--- src/rtl/processor_pkg.sv ---
// Shared processor definitions: datapath widths, the interrupt vector and the
// interrupt sequencer state encoding.
package processor_pkg;

   localparam int unsigned PC_W   = 32;
   localparam int unsigned DATA_W = 16;
   localparam int unsigned CCR_W  = 3;

   localparam logic [PC_W-1:0] DEFAULT_VECTOR_ADDR = 32'h0000_0020;

   typedef enum logic [2:0] {
      StIdle     = 3'd0,
      StPushPcLo = 3'd1,
      StPushPcHi = 3'd2,
      StPushCcr  = 3'd3,
      StLoadVec  = 3'd4,
      StInIsr    = 3'd5
   } int_seq_state_e;

endpackage

--- src/rtl/int_edge_latch.sv ---
// Rising-edge detector on the interrupt request with a single-deep pending flag.
module int_edge_latch (
   input  logic clk_i,
   input  logic rst_ni,
   input  logic req_i,
   input  logic clear_i,
   output logic pending_o
);

   logic req_q;
   logic pending_q, pending_d;

   // Clear wins: it only fires while pending is already set, so a
   // coincident edge is absorbed.
   always_comb begin
      pending_d = pending_q;
      if (clear_i) begin
         pending_d = 1'b0;
      end else if (req_i && !req_q) begin
         pending_d = 1'b1;
      end
   end

   always_ff @(posedge clk_i or negedge rst_ni) begin
      if (!rst_ni) begin
         req_q     <= 1'b0;
         pending_q <= 1'b0;
      end else begin
         req_q     <= req_i;
         pending_q <= pending_d;
      end
   end

   assign pending_o = pending_q;

endmodule

--- src/rtl/interrupt_sequencer.sv ---
// Interrupt entry sequencer: waits for a safe point, pushes PC and CCR to the
// stack through the memory stage, then redirects fetch to the ISR vector.
module interrupt_sequencer
   import processor_pkg::*;
#(
   parameter logic [PC_W-1:0] VECTOR_ADDR = DEFAULT_VECTOR_ADDR
) (
   input  logic              clk,
   input  logic              reset,
   input  logic              int_req,
   input  logic              stall,
   input  logic              flush,
   input  logic              rti_done,
   input  logic [PC_W-1:0]   pc_in,
   input  logic [CCR_W-1:0]  ccr_in,
   output logic              int_active,
   output logic [1:0]        int_count,
   output logic [DATA_W-1:0] push_data,
   output logic              fetch_freeze,
   output logic              pc_load,
   output logic [PC_W-1:0]   pc_load_addr,
   output logic              in_isr
);

   int_seq_state_e   state_q, state_d;
   logic             pending;
   logic             start;
   logic [PC_W-1:0]  pc_save_q;
   logic [CCR_W-1:0] ccr_save_q;

   assign start = (state_q == StIdle) && pending && !stall && !flush;

   int_edge_latch u_edge_latch (
      .clk_i     (clk),
      .rst_ni    (reset),
      .req_i     (int_req),
      .clear_i   (start),
      .pending_o (pending)
   );

   always_comb begin
      state_d = state_q;
      unique case (state_q)
         StIdle:     if (start)    state_d = StPushPcLo;
         StPushPcLo: if (!stall)   state_d = StPushPcHi;
         StPushPcHi: if (!stall)   state_d = StPushCcr;
         StPushCcr:  if (!stall)   state_d = StLoadVec;
         // The PC override cannot be held off, so stall is ignored here.
         StLoadVec:                state_d = StInIsr;
         StInIsr:    if (rti_done) state_d = StIdle;
         default:                  state_d = StIdle;
      endcase
   end

   always_ff @(posedge clk or negedge reset) begin
      if (!reset) begin
         state_q    <= StIdle;
         pc_save_q  <= '0;
         ccr_save_q <= '0;
      end else begin
         state_q <= state_d;
         if (start) begin
            pc_save_q  <= pc_in;
            ccr_save_q <= ccr_in;
         end
      end
   end

   always_comb begin
      int_active   = 1'b0;
      int_count    = 2'd0;
      push_data    = '0;
      fetch_freeze = 1'b0;
      pc_load      = 1'b0;
      pc_load_addr = '0;
      in_isr       = 1'b0;
      unique case (state_q)
         StPushPcLo: begin
            int_active   = 1'b1;
            int_count    = 2'd0;
            push_data    = pc_save_q[15:0];
            fetch_freeze = 1'b1;
         end
         StPushPcHi: begin
            int_active   = 1'b1;
            int_count    = 2'd1;
            push_data    = pc_save_q[31:16];
            fetch_freeze = 1'b1;
         end
         StPushCcr: begin
            int_active   = 1'b1;
            int_count    = 2'd2;
            push_data    = {{(DATA_W-CCR_W){1'b0}}, ccr_save_q};
            fetch_freeze = 1'b1;
         end
         StLoadVec: begin
            fetch_freeze = 1'b1;
            pc_load      = 1'b1;
            pc_load_addr = VECTOR_ADDR;
            in_isr       = 1'b1;
         end
         StInIsr: in_isr = 1'b1;
         default: ;
      endcase
   end

endmodule

--- config.mk ---
export PLATFORM = sky130hd
export DESIGN_NAME = interrupt_sequencer
export DESIGN_NICKNAME = d
export VERILOG_FILES = /design/src/rtl/processor_pkg.sv /design/src/rtl/int_edge_latch.sv /design/src/rtl/interrupt_sequencer.sv
export SDC_FILE = /design/constraint.sdc
export NUM_CORES = 1
export LEC_CHECK = 0
export BUFFER_PORTS_ARGS = -buffer_cell sky130_fd_sc_hd__buf_2
export CORE_MARGIN = 5
export CORE_UTILIZATION = 49
export CTS_BUF_LIST = sky130_fd_sc_hd__clkbuf_4 sky130_fd_sc_hd__clkbuf_8
export DETAILED_ROUTE_END_ITERATION = 8
export GPL_TIMING_DRIVEN = 0
export HOLD_SLACK_MARGIN = 0.03
export PLACE_DENSITY = 0.82
export SLEW_MARGIN = 20
export SYNTH_ARGS = -nofsm -noshare
export SYNTH_HDL_FRONTEND = slang
export SYNTH_HIERARCHICAL = 1
export SYNTH_SLANG_ARGS = --single-unit
--- constraint.sdc ---
create_clock -name clk -period 2 [get_ports clk]
set_clock_uncertainty 0.2 [all_clocks]
set_input_delay 0.1 -clock clk [delete_from_list [all_inputs] [get_ports clk]]
set_output_delay 0.1 -clock clk [all_outputs]
set_load 0.005 [all_outputs]
==> impl_metrics.csv <==
group,metric,value,unit
die,row_count,24,
critical_path,end_kind,"output pin",
critical_path,ff2ff_path_depth,4,
min_path,worstHoldPathCells,4,
place,io_buffer_count,63,
logic_synthesis,synth-xor-area-share,0.800,%
place,routabilityCongestion,0.737,
critical_path,worstPathArrival,1.73,ns
detailed_routing,drc,0,
clocking,tritoncts,"done",
power_and_ir_drop,p_seq_share,34.8,%
critical_path,r2r_end,"pc_save_q[9]",
die,start_util,50.3,%
logic_synthesis,yosysWarningCount,6,
critical_path,critPathKind,"reg2out",
global_route,grt-ovfl-total,0,
layout,nets,363,
global_route,antenna_found_initial,0,
detailed_routing,drt_iter0_drc,116,
sta,fin_crit_sh,101,%
die,die_w,76.8,um
logic_synthesis,netlist_instances,179,
die,die_area,5910,sq um
logic_synthesis,synth_seq_cells,40,
critical_path,cp_max_fo,10,
place,dp_slack,0.166,ns
logic_synthesis,synth-simple-area-share,7.26,%
logic_synthesis,ys_seq_area_share,45.7,%
power_and_ir_drop,power,0.00442,W
logic_synthesis,synth_compound_area_share,7.09,%
clocking,clk_pin_slew,0.08,ns
power_and_ir_drop,p_int,0.00272,W
sta,hold_viol,0,
layout,num_antenna_cells,0,
logic_synthesis,synth_area,2190,sq um
layout,fillCellCount,252,
logic_synthesis,netlist.area_leader.share,45.7,%
run_status,violations,"negative setup slack",
layout,post-route-util,74.6,%
power_and_ir_drop,peakVddDrop,968,uV
place,dpl.hpwl,3.69,mm
detailed_routing,wire_per_inst,20.3,um
critical_path,r2r-start,"state_q[1]",
power_and_ir_drop,swShare,38.5,%
sta,worst_pin_slew,0.867,ns
logic_synthesis,synth_top_family_by_area,"multiplexers",
sta,layout_min_cycle_time,2.03,ns
sta,setup_viol,3,
detailed_routing,ant_nets,0,
global_route,grt_pass1_wl,11.2,mm
die,die-height,76.8,um
job,maxCapViolCount,0,
power_and_ir_drop,clkPwrFrac,13.2,%
sta,drv_slew,0,
global_route,grt_pass1_vias,2066,
detailed_routing,routed_wl,7.63,mm
die,core,4350,sq um
min_path,hp-start,"flush",
logic_synthesis,synth.distinct_cells,27,
clocking,cts-root-buf,"clkbuf_8",
detailed_routing,drtPass1Iterations,4,
power_and_ir_drop,p_switching,0.00170,W
run_status,status,"finished, violations left",
layout,syn_to_final_growth,48.3,%
clocking,cts_sinks,40,
logic_synthesis,synth_area_leaders,"dfrtp_1 46%, mux2_4 20%, buf_4 11%",
min_path,hold_path_class,"in2reg",
sta,rsz0062_at_grt,"yes",
logic_synthesis,synth_area_per_cell,12.2,sq um
power_and_ir_drop,leakagePower,1.78,nW
sta,fmax,493,MHz
clocking,cts_buffers,5,
sta,setup_ws,-0.0280,ns
layout,final_common_cell,"buf_2",
critical_path,cp.required,1.70,ns
global_route,track_usage,24.7,%
logic_synthesis,synthMuxAreaShare,24.5,%
clocking,cts_max_path_buffers,2,
sta,timing.slew.headroom,42.2,%
critical_path,r2r_slack,0.08,ns
clocking,cts_max_level,2,
clocking,clock_latency,0.30,ns
power_and_ir_drop,power-per-cell-area,1360,nW/um^2
layout,layout_common_cells,"63 x buf_2, 39 x dfrtp_1, 39 x dlygate4sd3_1",
detailed_routing,dr_total_vias,1934,
global_route,grt_max_degree,41,
critical_path,startpoint_type,"register",
sta,fin_hold_ws,0.0805,ns
die,pin_count,95,
logic_synthesis,synth_largest_area_cell,"dfrtp_1",
min_path,whs_endpoint,"state_q[0]",
power_and_ir_drop,combPwrFrac,52.0,%
detailed_routing,vias_per_cell,5.16,
logic_synthesis,synthAdderAreaFrac,0,%
layout,drive_gt1_share,49.2,%
==> flip-flops by register name (all words and copies together) (netlist names) <==
| register | cells |
|---|---|
| u_edge_latch/pending_o | 1 |
| ccr_save_q | 3 |
| u_edge_latch/req_q | 1 |
| state_q | 3 |
| pc_save_q | 32 |
==> power by group through the flow <==
stage                     logic, W  registers, W  clock network [W]
after global placement     0.00181       0.00142                  0
after global routing       0.00243       0.00155           0.000597
after CTS                  0.00198       0.00145           0.000570
after detailed placement   0.00188       0.00144                  0
final                      0.00230       0.00154           0.000584
after floorplan            0.00134       0.00137                  0
==> what timing repair did <==
action	in CTS	in global routing
endpoints found under the setup margin	13	13
resized for setup	6	8
hold buffers	39	0
endpoints found under the hold margin	79	0
pin swaps	0	1
setup buffers	0	4
==> worst max-delay path, stage by stage, from the launching register on <==
cell,delay (ns)
dfrtp_1,0.37
buf_4,0.18
nor2b_1,0.06
buf_4,0.15
buf_4,0.16
a22oi_1,0.25
nor2_1,0.10
buf_2,0.16
==> cell type report <==
| type | instances | area [sq um] | share of cell area (%) |
|---|---|---|---|
| Timing Repair Buffer | 106 | 748 | 23.0 |
| Clock buffer | 6 | 82.6 | 2.54 |
| Multi-Input combinational cell | 124 | 997 | 30.7 |
| Tap cell | 52 | 65.1 | 2.00 |
| Sequential cell | 40 | 1000 | 30.9 |
| Buffer | 42 | 330 | 10.2 |
| Clock inverter | 2 | 10.0 | 0.308 |
| Inverter | 3 | 11.3 | 0.347 |
==> cell usage after synthesis (all sizes together) <==
master	number
a22oi	16
xnor2	1
nor3	1
mux2	38
clkbuf	2
and3	1
buf	40
nor2b	2
o31ai	1
conb	1
xor2	1
nor2	21
nor3b	1
nand3	1
dfrtp	40
a221oi	1
inv	3
a21oi	2
and2	1
o21ai	1
nand2b	2
nand2	2
==> metal layers <==
layer | up-vias | share of wire, % | global-route usage [%]
met3 | 37 | 11 | 7.96
met5 | - | 0 | 0
met2 | 164 | 49 | 44.1
met1 | 903 | 35 | 25.2
li1 | 830 | - | -
met4 | 0 | 5.3 | 13.6
==> through the flow <==
step	setup TNS [ns]	std cells	area [sq um]
2_1_floorplan	0	209	2300
3_3_place_gp	0	324	2680
3_5_place_dp	0	324	2680
4_1_cts	0	371	3180
5_1_grt	-0.165	375	3250
6_report	-0.0564	375	3250
==> worst max-delay path by stage <==
stage / startpoint / depth (start not counted) / slack, ns / to
after floorplan: state_q[1] / 4 / 0.40 / ccr_save_q[0]
after global placement: state_q[0] / 6 / 0.19 / push_data[7]
after detailed placement: state_q[1] / 5 / 0.17 / push_data[2]
after CTS: state_q[1] / 5 / 0.01 / push_data[2]
after global routing: state_q[0] / 7 / -0.07 / push_data[13]
final: state_q[0] / 7 / -0.03 / push_data[12]
==> logic make-up (layout without fill, tap and decap cells) <==
| logic type | count (synthesis) | count (layout) |
|---|---|---|
| buffers and inverters | 45 | 159 |
| DFF | 40 | 40 |
| muxes | 38 | 38 |
| and+or+nand+nor | 32 | 32 |
| AOI/OAI and AO/OA | 21 | 21 |
| xor gates and xnor gates | 2 | 2 |
| other | 1 | 31 |
No activity file was read; power rests on OpenSTA's default activity.
